`config.mk`:
```
export PLATFORM = sky130hd
export DESIGN_NAME = vram_writeback_flat
export DESIGN_NICKNAME = d
export VERILOG_FILES = /design/src/rtl/caster_pkg.sv /design/src/rtl/vram_writeback_if.sv /design/src/rtl/wb_fifo.sv /design/src/rtl/vram_writeback.sv /design/src/flat_wrapper.sv
export SDC_FILE = /design/constraint.sdc
export NUM_CORES = 2
export LEC_CHECK = 0
export ABC_AREA = 0
export ABC_CLOCK_PERIOD_IN_PS = 16810
export CAP_MARGIN = 5
export CORE_MARGIN = 3
export CORE_UTILIZATION = 35
export DETAILED_ROUTE_END_ITERATION = 10
export SLEW_MARGIN = 20
export SYNTH_ARGS = -nofsm -noshare
export SYNTH_HDL_FRONTEND = slang
export SYNTH_SLANG_ARGS = --single-unit
```
`constraint.sdc`:
```
create_clock -name clk -period 16.81 [get_ports clk]
set_input_delay 3.362 -clock clk [delete_from_list [all_inputs] [get_ports clk]]
set_output_delay 3.362 -clock clk [all_outputs]
set_load 0.01 [all_outputs]
```
`src/rtl/caster_pkg.sv`:
```
// rtl/caster_pkg.sv - shared constants and types for the caster write-back path
package caster_pkg;

    localparam int MEM_WORD_BYTES = 8;
    localparam int MEM_BL_W       = 6;

    typedef enum logic [1:0] {
        IDLE = 2'd0,
        DATA = 2'd1,
        CMD  = 2'd2
    } wb_state_t;

endpackage

```
`src/rtl/vram_writeback_if.sv`:
```
// rtl/vram_writeback_if.sv - memory-controller write port: data channel plus burst command channel
interface vram_writeback_if #(
    parameter int ADDR_W = 30
);
    import caster_pkg::*;

    logic                mem_wr_valid;
    logic                mem_wr_ready;
    logic [63:0]         mem_wr_data;
    logic                mem_cmd_valid;
    logic                mem_cmd_ready;
    logic [ADDR_W-1:0]   mem_cmd_addr;
    logic [MEM_BL_W-1:0] mem_cmd_bl;

    modport master (
        output mem_wr_valid, mem_wr_data, mem_cmd_valid, mem_cmd_addr, mem_cmd_bl,
        input  mem_wr_ready, mem_cmd_ready
    );

    modport slave (
        input  mem_wr_valid, mem_wr_data, mem_cmd_valid, mem_cmd_addr, mem_cmd_bl,
        output mem_wr_ready, mem_cmd_ready
    );

endinterface

```
`src/rtl/wb_fifo.sv`:
```
// rtl/wb_fifo.sv - first-word-fall-through FIFO with synchronous clear and occupancy output
module wb_fifo #(
    parameter int DEPTH = 64,
    parameter int WIDTH = 64
) (
    input  logic                     clk,
    input  logic                     rst_n,
    input  logic                     i_push,
    input  logic [WIDTH-1:0]         i_wdata,
    input  logic                     i_pop,
    input  logic                     i_clear,
    output logic [WIDTH-1:0]         o_rdata,
    output logic [$clog2(DEPTH):0]   o_level,
    output logic                     o_full,
    output logic                     o_empty
);

    localparam int AW = $clog2(DEPTH);
    localparam logic [AW:0] PTR_ONE = (AW+1)'(1);

    logic [WIDTH-1:0] r_mem [DEPTH];
    logic [AW:0]      r_wr_ptr;
    logic [AW:0]      r_rd_ptr;
    logic             w_push_ok;
    logic             w_pop_ok;

    assign w_push_ok = i_push & ~o_full;
    assign w_pop_ok  = i_pop & ~o_empty;

    always_ff @(posedge clk) begin
        if (w_push_ok) begin
            r_mem[r_wr_ptr[AW-1:0]] <= i_wdata;
        end
    end

    // Clear moves the read pointer to the pre-push write pointer, so a same-cycle push survives.
    always_ff @(posedge clk or negedge rst_n) begin
        if (!rst_n) begin
            r_wr_ptr <= '0;
            r_rd_ptr <= '0;
        end else begin
            if (w_push_ok) begin
                r_wr_ptr <= r_wr_ptr + PTR_ONE;
            end
            if (i_clear) begin
                r_rd_ptr <= r_wr_ptr;
            end else if (w_pop_ok) begin
                r_rd_ptr <= r_rd_ptr + PTR_ONE;
            end
        end
    end

    assign o_level = r_wr_ptr - r_rd_ptr;
    assign o_full  = (o_level == (AW+1)'(DEPTH));
    assign o_empty = (r_wr_ptr == r_rd_ptr);
    assign o_rdata = r_mem[r_rd_ptr[AW-1:0]];

endmodule

```
`src/rtl/vram_writeback.sv`:
```
// rtl/vram_writeback.sv - buffers EPD pixel-state words and drains them as DDR write bursts
// Optional CASTER_WB_FLUSH_EN: flush a partial burst after FLUSH_IDLE idle input cycles.
module vram_writeback
    import caster_pkg::*;
#(
    parameter int                ADDR_W     = 30,
    parameter logic [ADDR_W-1:0] BASE_ADDR  = '0,
    parameter int                FIFO_DEPTH = 64,
    parameter int                BURST_LEN  = 16,
    parameter int                FLUSH_IDLE = 16
) (
    input  logic                          clk,
    input  logic                          rst_n,
    input  logic                          b_trigger,
    input  logic [63:0]                   bo_pixel,
    input  logic                          bo_valid,
    vram_writeback_if.master              mem,
    output logic                          status_ovf,
    output logic [$clog2(FIFO_DEPTH):0]   status_level
);

    localparam int LVL_W = $clog2(FIFO_DEPTH) + 1;

    if (FIFO_DEPTH < 2*BURST_LEN || BURST_LEN < 1 || BURST_LEN > 64 || FLUSH_IDLE < 1) begin : g_bad_param
        $error("vram_writeback: illegal parameter combination");
    end

    wb_state_t           r_state;
    logic [6:0]          r_burst_words;
    logic [6:0]          r_pop_cnt;
    logic [ADDR_W-1:0]   r_wr_addr;
    logic [MEM_BL_W-1:0] r_cmd_bl;
    logic                r_trig_d;
    logic                r_trig_pend;
    logic                r_ovf;

    logic [63:0]         w_head;
    logic [LVL_W-1:0]    w_level;
    logic                w_full;
    logic                w_empty;
    logic                w_wr_valid;
    logic                w_pop;
    logic                w_start;
    logic                w_trig_svc;
    logic [6:0]          w_start_words;
    logic [ADDR_W-1:0]   w_burst_bytes;

    wb_fifo #(
        .DEPTH (FIFO_DEPTH),
        .WIDTH (64)
    ) u_fifo (
        .clk     (clk),
        .rst_n   (rst_n),
        .i_push  (bo_valid),
        .i_wdata (bo_pixel),
        .i_pop   (w_pop),
        .i_clear (w_trig_svc),
        .o_rdata (w_head),
        .o_level (w_level),
        .o_full  (w_full),
        .o_empty (w_empty)
    );

`ifdef CASTER_WB_FLUSH_EN
    localparam int IDLE_W = $clog2(FLUSH_IDLE + 1);
    logic [IDLE_W-1:0] r_idle_cnt;

    always_ff @(posedge clk or negedge rst_n) begin
        if (!rst_n) begin
            r_idle_cnt <= '0;
        end else if (bo_valid) begin
            r_idle_cnt <= '0;
        end else if (r_idle_cnt != IDLE_W'(FLUSH_IDLE)) begin
            r_idle_cnt <= r_idle_cnt + IDLE_W'(1);
        end
    end

    // Full bursts first, then a short flush of residue; a frame restart waits for an empty FIFO.
    always_comb begin
        w_start       = 1'b0;
        w_trig_svc    = 1'b0;
        w_start_words = 7'(BURST_LEN);
        if (r_state == IDLE) begin
            if (w_level >= LVL_W'(BURST_LEN)) begin
                w_start = 1'b1;
            end else if (!w_empty && r_idle_cnt == IDLE_W'(FLUSH_IDLE)) begin
                w_start       = 1'b1;
                w_start_words = 7'(w_level);
            end else if (r_trig_pend && w_empty) begin
                w_trig_svc = 1'b1;
            end
        end
    end
`else
    always_comb begin
        w_start       = 1'b0;
        w_trig_svc    = 1'b0;
        w_start_words = 7'(BURST_LEN);
        if (r_state == IDLE) begin
            if (r_trig_pend) begin
                w_trig_svc = 1'b1;
            end else if (w_level >= LVL_W'(BURST_LEN)) begin
                w_start = 1'b1;
            end
        end
    end
`endif

    assign w_wr_valid    = (r_state == DATA) && !w_empty;
    assign w_pop         = w_wr_valid & mem.mem_wr_ready;
    assign w_burst_bytes = ADDR_W'(r_burst_words) * ADDR_W'(MEM_WORD_BYTES);

    always_ff @(posedge clk or negedge rst_n) begin
        if (!rst_n) begin
            r_state       <= IDLE;
            r_burst_words <= '0;
            r_pop_cnt     <= '0;
            r_wr_addr     <= BASE_ADDR;
            r_cmd_bl      <= '0;
            r_trig_d      <= 1'b0;
            r_trig_pend   <= 1'b0;
            r_ovf         <= 1'b0;
        end else begin
            r_trig_d <= b_trigger;
            if (b_trigger && !r_trig_d) begin
                r_trig_pend <= 1'b1;
            end else if (w_trig_svc) begin
                r_trig_pend <= 1'b0;
            end
            if (bo_valid && w_full) begin
                r_ovf <= 1'b1;
            end
            case (r_state)
                IDLE: begin
                    if (w_trig_svc) begin
                        r_wr_addr <= BASE_ADDR;
                    end else if (w_start) begin
                        r_state       <= DATA;
                        r_burst_words <= w_start_words;
                        r_cmd_bl      <= MEM_BL_W'(w_start_words - 7'd1);
                        r_pop_cnt     <= '0;
                    end
                end
                DATA: begin
                    if (w_pop) begin
                        r_pop_cnt <= r_pop_cnt + 7'd1;
                        if (r_pop_cnt == r_burst_words - 7'd1) begin
                            r_state <= CMD;
                        end
                    end
                end
                CMD: begin
                    if (mem.mem_cmd_ready) begin
                        r_wr_addr <= r_wr_addr + w_burst_bytes;
                        r_state   <= IDLE;
                    end
                end
                default: r_state <= IDLE;
            endcase
        end
    end

    assign mem.mem_wr_valid  = w_wr_valid;
    assign mem.mem_wr_data   = w_wr_valid ? w_head : 64'd0;
    assign mem.mem_cmd_valid = (r_state == CMD);
    assign mem.mem_cmd_addr  = r_wr_addr;
    assign mem.mem_cmd_bl    = r_cmd_bl;
    assign status_ovf        = r_ovf;
    assign status_level      = w_level;

endmodule

```
`src/flat_wrapper.sv`:
```
// flat-port wrapper written by rule: the top's interface ports become plain ports
module vram_writeback_flat import caster_pkg::*;
#(
    parameter int                ADDR_W     = 30,
    parameter logic [ADDR_W-1:0] BASE_ADDR  = '0,
    parameter int                FIFO_DEPTH = 64,
    parameter int                BURST_LEN  = 16,
    parameter int                FLUSH_IDLE = 16
)
  (clk, rst_n, b_trigger, bo_pixel, bo_valid, status_ovf, status_level, mem_mem_wr_valid, mem_mem_wr_data, mem_mem_cmd_valid, mem_mem_cmd_addr, mem_mem_cmd_bl, mem_mem_wr_ready, mem_mem_cmd_ready);
  vram_writeback_if #(.ADDR_W(ADDR_W)) mem_i ();
  input  logic clk;
  input  logic rst_n;
  input  logic b_trigger;
  input  logic [63:0] bo_pixel;
  input  logic bo_valid;
  output logic status_ovf;
  output logic [$clog2(FIFO_DEPTH):0] status_level;
  output wire logic [$bits(mem_i.mem_wr_valid)-1:0] mem_mem_wr_valid;
  output wire logic [$bits(mem_i.mem_wr_data)-1:0] mem_mem_wr_data;
  output wire logic [$bits(mem_i.mem_cmd_valid)-1:0] mem_mem_cmd_valid;
  output wire logic [$bits(mem_i.mem_cmd_addr)-1:0] mem_mem_cmd_addr;
  output wire logic [$bits(mem_i.mem_cmd_bl)-1:0] mem_mem_cmd_bl;
  input wire logic [$bits(mem_i.mem_wr_ready)-1:0] mem_mem_wr_ready;
  input wire logic [$bits(mem_i.mem_cmd_ready)-1:0] mem_mem_cmd_ready;
  assign mem_mem_wr_valid = mem_i.mem_wr_valid;
  assign mem_mem_wr_data = mem_i.mem_wr_data;
  assign mem_mem_cmd_valid = mem_i.mem_cmd_valid;
  assign mem_mem_cmd_addr = mem_i.mem_cmd_addr;
  assign mem_mem_cmd_bl = mem_i.mem_cmd_bl;
  assign mem_i.mem_wr_ready = mem_mem_wr_ready;
  assign mem_i.mem_cmd_ready = mem_mem_cmd_ready;
  vram_writeback #(.ADDR_W(ADDR_W), .BASE_ADDR(BASE_ADDR), .FIFO_DEPTH(FIFO_DEPTH), .BURST_LEN(BURST_LEN), .FLUSH_IDLE(FLUSH_IDLE)) u_core (.clk(clk), .rst_n(rst_n), .b_trigger(b_trigger), .bo_pixel(bo_pixel), .bo_valid(bo_valid), .mem(mem_i), .status_ovf(status_ovf), .status_level(status_level));
endmodule
```
# --- Word-level counts from Yosys, hierarchy flattened ---
# Memories as Yosys holds them, arrays and structs flattened.
# Cells that the tools add are included.
op_classes:
  n_addsub: 6
  n_mul: 0
  n_div: 0
  order_cmp: 1
  eq_ne: 11
  shifts: 0
  muxes: 25
  n_bitwise: 6
  n_reduce_logical: 14
ops:
  columns: ["operator", "count"]
  rows:
  - ["$mux W64", 1]
  - ["$mux W30", 2]
  - ["$pmux W30 S2", 1]
  - ["$mux W7", 5]
  - ["$add A30 B8 Y30", 1]
  - ["$add A7 B1 Y7 const B", 3]
  - ["$eq A7 B7 Y1", 2]
  - ["$pmux W7 S2", 1]
  - ["$mux W2", 5]
  - ["$mux W1", 9]
  - ["$ne A2 B2 Y1 const B", 4]
  - ["$reduce_bool A2 Y1", 4]
  - ["$eq A7 B7 Y1 const B", 1]
  - ["$ge A7 B5 Y1 const B", 1]
  - ["$sub A7 B7 Y7", 1]
  - ["$pmux W2 S3", 1]
  - ["$reduce_and A3 Y1", 2]
  - ["$sub A5 B1 Y6 const B", 1]
  - ["$reduce_and A5 Y1", 1]
  - ["$ne A2 B1 Y1 const B", 2]
  - ["$reduce_and A4 Y1", 1]
  - ["$and A1 B1 Y1", 3]
  - ["$logic_and A1 B1 Y1", 3]
  - ["$not A1 Y1", 3]
  - ["4 further kinds", 5]
totals:
  regBits: 58
  latchBits: 0
  mem_bits_rw: 4096
  mem_bits_ro: 0
  inputBits: 70
  output_inout_bits: 110
  word_cells: 74
  mem_count: 1
mem_list:
  columns: ["name", "words", "word_bits", "read_ports", "rd_ports_with_merged_regs", "write_ports", "line_no", "rtl"]
  rows:
  - ["u_core.u_fifo.r_mem", 64, 64, 1, 0, 1, "wb_fifo.sv:21", "logic [WIDTH-1:0] r_mem [DEPTH];"]

# --- Logic depth before layout (Yosys ltp) ---
depth:
  depth_word: 8
  mapped_depth: 14
  mapped_depth_nobuf: 10

# --- By module ---
# Synthesis repeated with hierarchy kept, for this count alone.
unflattened:
  hier_cells: 7097
  area_unflattened_um2: 159173.9
by_module_without_submodules:
  columns: ["mod", "n_inst", "cells_each", "area_each_um2", "seq_area_each_um2"]
  rows:
  - ["wb_fifo", 1, 6815, 156779.1, 123348.3]
  - ["vram_writeback", 1, 282, 2394.8, 900.9]

# --- Worst setup path after synthesis ---
# No wires, ideal clock.
synth_timing:
  path_kind: "input to register"
  from: "in bo_valid"
  to: "mem u_core.u_fifo.r_mem[41][0] (enable)"
  setup_ns: 0.493
  arrival_time_ns: 6.975
  required_ns: 16.317
  path_slack_ns: 9.342
  cell_stages: 4
  n_path_buf: 0
  cell_sequence: "nand2b_1 or2_2 a211oi_2 nor2b_1"
synth_between:
  elab_chain_cells: 3
synth_lines:
  columns: ["element", "line_no", "rtl"]
  rows:
  - ["start, declared", "flat_wrapper.sv:16", "input logic bo_valid;"]
  - ["$and A1 B1 Y1", "wb_fifo.sv:27", "assign w_push_ok = i_push & ~o_full;"]
  - ["$mux W1", "wb_fifo.sv:31", "if (w_push_ok) begin"]
  - ["$mux W1 (implied by the code)", "wb_fifo.sv:32", "r_mem[r_wr_ptr[AW-1:0]] <= i_wdata;"]
  - ["end, declared", "wb_fifo.sv:21", null]
# Every way passes these cells.

# --- Final worst setup path ---
layout_timing:
  from: "reg u_core.u_fifo.r_rd_ptr[1]"
  to: "out mem_mem_wr_data[36]"
layout_between:
  elab_chain_cells: 4
  word_cells_on_any_way: 5
  cone_classes: "eq/ne (1); mux (1); reduce/logical (2); memory (1)"
layout_lines:
  columns: ["element", "line_no", "rtl"]
  rows:
  - ["start, declared", "wb_fifo.sv:23", "logic [AW:0] r_rd_ptr;"]
  - ["start signal, assigned", "wb_fifo.sv:46", "r_rd_ptr <= r_wr_ptr;"]
  - ["start signal, assigned", "wb_fifo.sv:48", "r_rd_ptr <= r_rd_ptr + PTR_ONE;"]
  - ["branches (longest 3 deep; another with $mem_v2 Z64 W64)", null, null]
  - ["$mux W64 (*)", "vram_writeback.sv:164", "assign mem.mem_wr_data = w_wr_valid ? w_head : 64'd0;"]
  - ["end, declared", "flat_wrapper.sv:20", "output wire logic [$bits(mem_i.mem_wr_data)-1:0] mem_mem_wr_data;"]
# Mark *: on every way between the ends.

==> impl_metrics.tcl <==
set metrics [dict create \
    status "finished clean" \
    period_share_pct 65.2 \
    slew-limit-headroom_pct 21.6 \
    critPathLaunchType "flop" \
    synth_seq_cells 4146 \
    power_density_mw_per_mm2 164 \
    p_total_mw 29.8 \
    drt_iter0_markers 10600 \
    synthesis.instances 6400 \
    tightestPinTransition_ns 1.18 \
    worstSetupPathType "reg2out" \
    via_count 75400 \
    post-route-min-period_ns 10.96 \
    end_kind "primary output" \
    cts_made_buffers 407 \
    rows 246 \
    syn_avg_cell_area_um2 24.8 \
    synth_area_leaders "edfxtp_1 78%, mux4_2 18%, mux2i_1 0.86%" \
    slew_violations 0 \
    cts_setup_buffers 0 \
    cts_resized 0 \
    worst_path_most_repeated_cell "buf_4" \
    cts_tree "built" \
    overflow 0 \
    path_cells "buf_4, buf_4, buf_4, buf_4, mux4_2, mux4_2, mux2i_1, o22ai_1, clkdlybuf4s50_1" \
    cts_sinks 4146 \
    fp.coreArea_mm2 0.450 \
    grt_max_degree 148 \
    design_area_mm2 0.181 \
    fin_nets 6925 \
    rsz0062_at_grt "false" \
    yosysTopAreaCell "edfxtp_1" \
    die_w_um 679 \
    wl_per_cell_um 34.0 \
    fin_worst_skew_ns 0.0738 \
    max-clock-path-buffers 4 \
    io_buffers 170 \
    place_hpwl_mm 232 \
    cts_root_buf "clkbuf_16" \
    critPathMaxFanout 58 \
    leakage_nw 55.8 \
    grt_util_all_layers_pct 19.1 \
    chipHeight_um 679 \
    critPathMaxStageDelay_ns 1.01 \
    vdd_drop_max_uv 145 \
    clock_latency_ns 0.99 \
    path_buf_inv 5 \
    tns_ns 0 \
    cp_slowest_cell "dfrtp_4" \
    path_clk_slew_ns 0.06 \
    synth_edf_count 4096 \
    synthFlopType "edfxtp_1" \
    fp.dieArea_mm2 0.462 \
    path_delay_family "buffers and inverters" \
    io_pins 180 \
    synth_cell_types 65 \
    place.gp.congestion 0.767 \
    seq_area_frac_synth_pct 78.3 \
    drc 0 \
    grt_pass1_wl_mm 616 \
    max_freq_mhz 91.3 \
    cts_hold_buf 0 \
    critical_path_arrival_ns 7.60 \
    max-cap-violations 0 \
    ant_nets 0 \
    via_per_inst 5.72 \
    start_util_pct 35.2 \
    grt_pass1_vias 74200 \
    synth_top_area_share_pct 77.5 \
    worst_slack_ns 5.85 \
    setup_viol 0 \
    preCtsSetupSlack_ns 6.70 \
    synthToLayoutAreaGrowth_pct 14.1 \
    place_area_mm2 0.168 \
    synthArstFlopShare_pct 1.21 \
    synth_most_common_cell "edfxtp_1" \
    dr.pass1.iters 6 \
    ys_warn_count 0 \
    htree_levels 5 \
    hold_violations 0 \
    routed_wl_mm 447 \
    drive_gt1_share_pct 30.4 \
    syn_area_mm2 0.159 \
    grt_antenna_before_repair 64 \
    ys_top_cells_by_count "4,096 x edfxtp_1, 1,256 x mux4_2, 164 x clkbuf_1" \
    cp.required_ns 13.45 \
    timing.hold.worst.class "reg2reg" \
]
==> sequential cells by signal, summed over array words and instances (netlist names) <==
register and cells:
u_core.mem.mem_cmd_addr 23, u_core.r_trig_pend 1, u_core.r_trig_d 1, u_core.r_pop_cnt 7, u_core.r_burst_words 1, u_core.u_fifo.r_mem 4096
u_core.r_state 2, u_core.u_fifo.r_wr_ptr 7, u_core.u_fifo.r_rd_ptr 7, u_core.status_ovf 1
==> logic make-up after synthesis <==
kind of cell               synth area share (%)
muxes                                      18.8
and+or+nand+nor                           0.803
DFF                                        78.3
other                                   0.00236
adders and majority gates                0.0993
xor gates and xnor gates                  0.192
AOI/OAI and AO/OA                         0.793
buffers and inverters                      1.06
==> worst paths after layout <==
path                                                 from                           to  slack, ns  depth (start not counted)
max in group asynchronous                           rst_n    u_core.u_fifo.r_rd_ptr[0]      13.72                          2
worst min register to register            u_core.r_trig_d           u_core.r_trig_pend       0.45                          1
min in group asynchronous                           rst_n  u_core.mem.mem_cmd_addr[27]       2.55                          2
worst max-delay path            u_core.u_fifo.r_rd_ptr[1]          mem_mem_wr_data[36]       5.85                          9
worst min-delay path                      u_core.r_trig_d           u_core.r_trig_pend       0.45                          1
worst max register to register  u_core.u_fifo.r_rd_ptr[0]  u_core.u_fifo.r_mem[38][58]      10.35                         11
==> per-stage QoR <==
| step | hold slack (ns) | utilization [%] | cells |
|---|---|---|---|
| floorplan | 0.400 | - | 6408 |
| global placement | 0.435 | 37.3 | 12400 |
| detailed placement | 0.438 | 37.3 | 12400 |
| CTS | 0.458 | 40.2 | 13100 |
| global route | 0.480 | 40.2 | 13200 |
| finish | 0.450 | 40.2 | 13200 |
==> cell usage in the layout (no fill, tap or decap), types with 18 or more instances in the layout <==
master / count
and2_4: 24
buf_2: 55
buf_4: 202
bufinv_16: 31
clkbuf_1: 84
clkbuf_16: 409
clkdlybuf4s50_1: 105
clkinv_1: 116
clkinv_2: 76
dfrtp_1: 47
diode_2: 33
edfxtp_1: 4096
mux2i_1: 137
mux4_2: 1256
nand2_1: 60
nand3_1: 21
nor2_1: 48
nor2_4: 32
o21ai_0: 33
o22ai_1: 53
xnor2_1: 18
==> power by group <==
group / leakage (nW) / internal (mW) / switching [mW]
clock: 6.29 / 4.96 / 3.92
combinational: 12.0 / 4.04 / 4.88
sequential: 37.5 / 11.8 / 0.207
==> routing by layer <==
layer / up-vias / GRT usage [%] / wire length [um]
met5: - / 0 / 80
met2: 4003 / 30.3 / 214000
met3: 688 / 3.77 / 41200
met1: 41900 / 27.2 / 182000
met4: 12 / 4.51 / 10600
li1: 28800 / - / -
==> layout make-up <==
| cell class | instances | area (um2) |
|---|---|---|
| diodes | 33 | 82.6 |
| clock buffers | 493 | 10600 |
| clock inverters | 257 | 2340 |
| fillers | 38700 | 269000 |
| inverters | 16 | 75.1 |
| multi-input cells | 1898 | 33200 |
| flip-flops and latches | 4146 | 124000 |
| well taps | 5952 | 7450 |
| repair buffers | 374 | 3100 |
(Power assumes the default switching activity.)
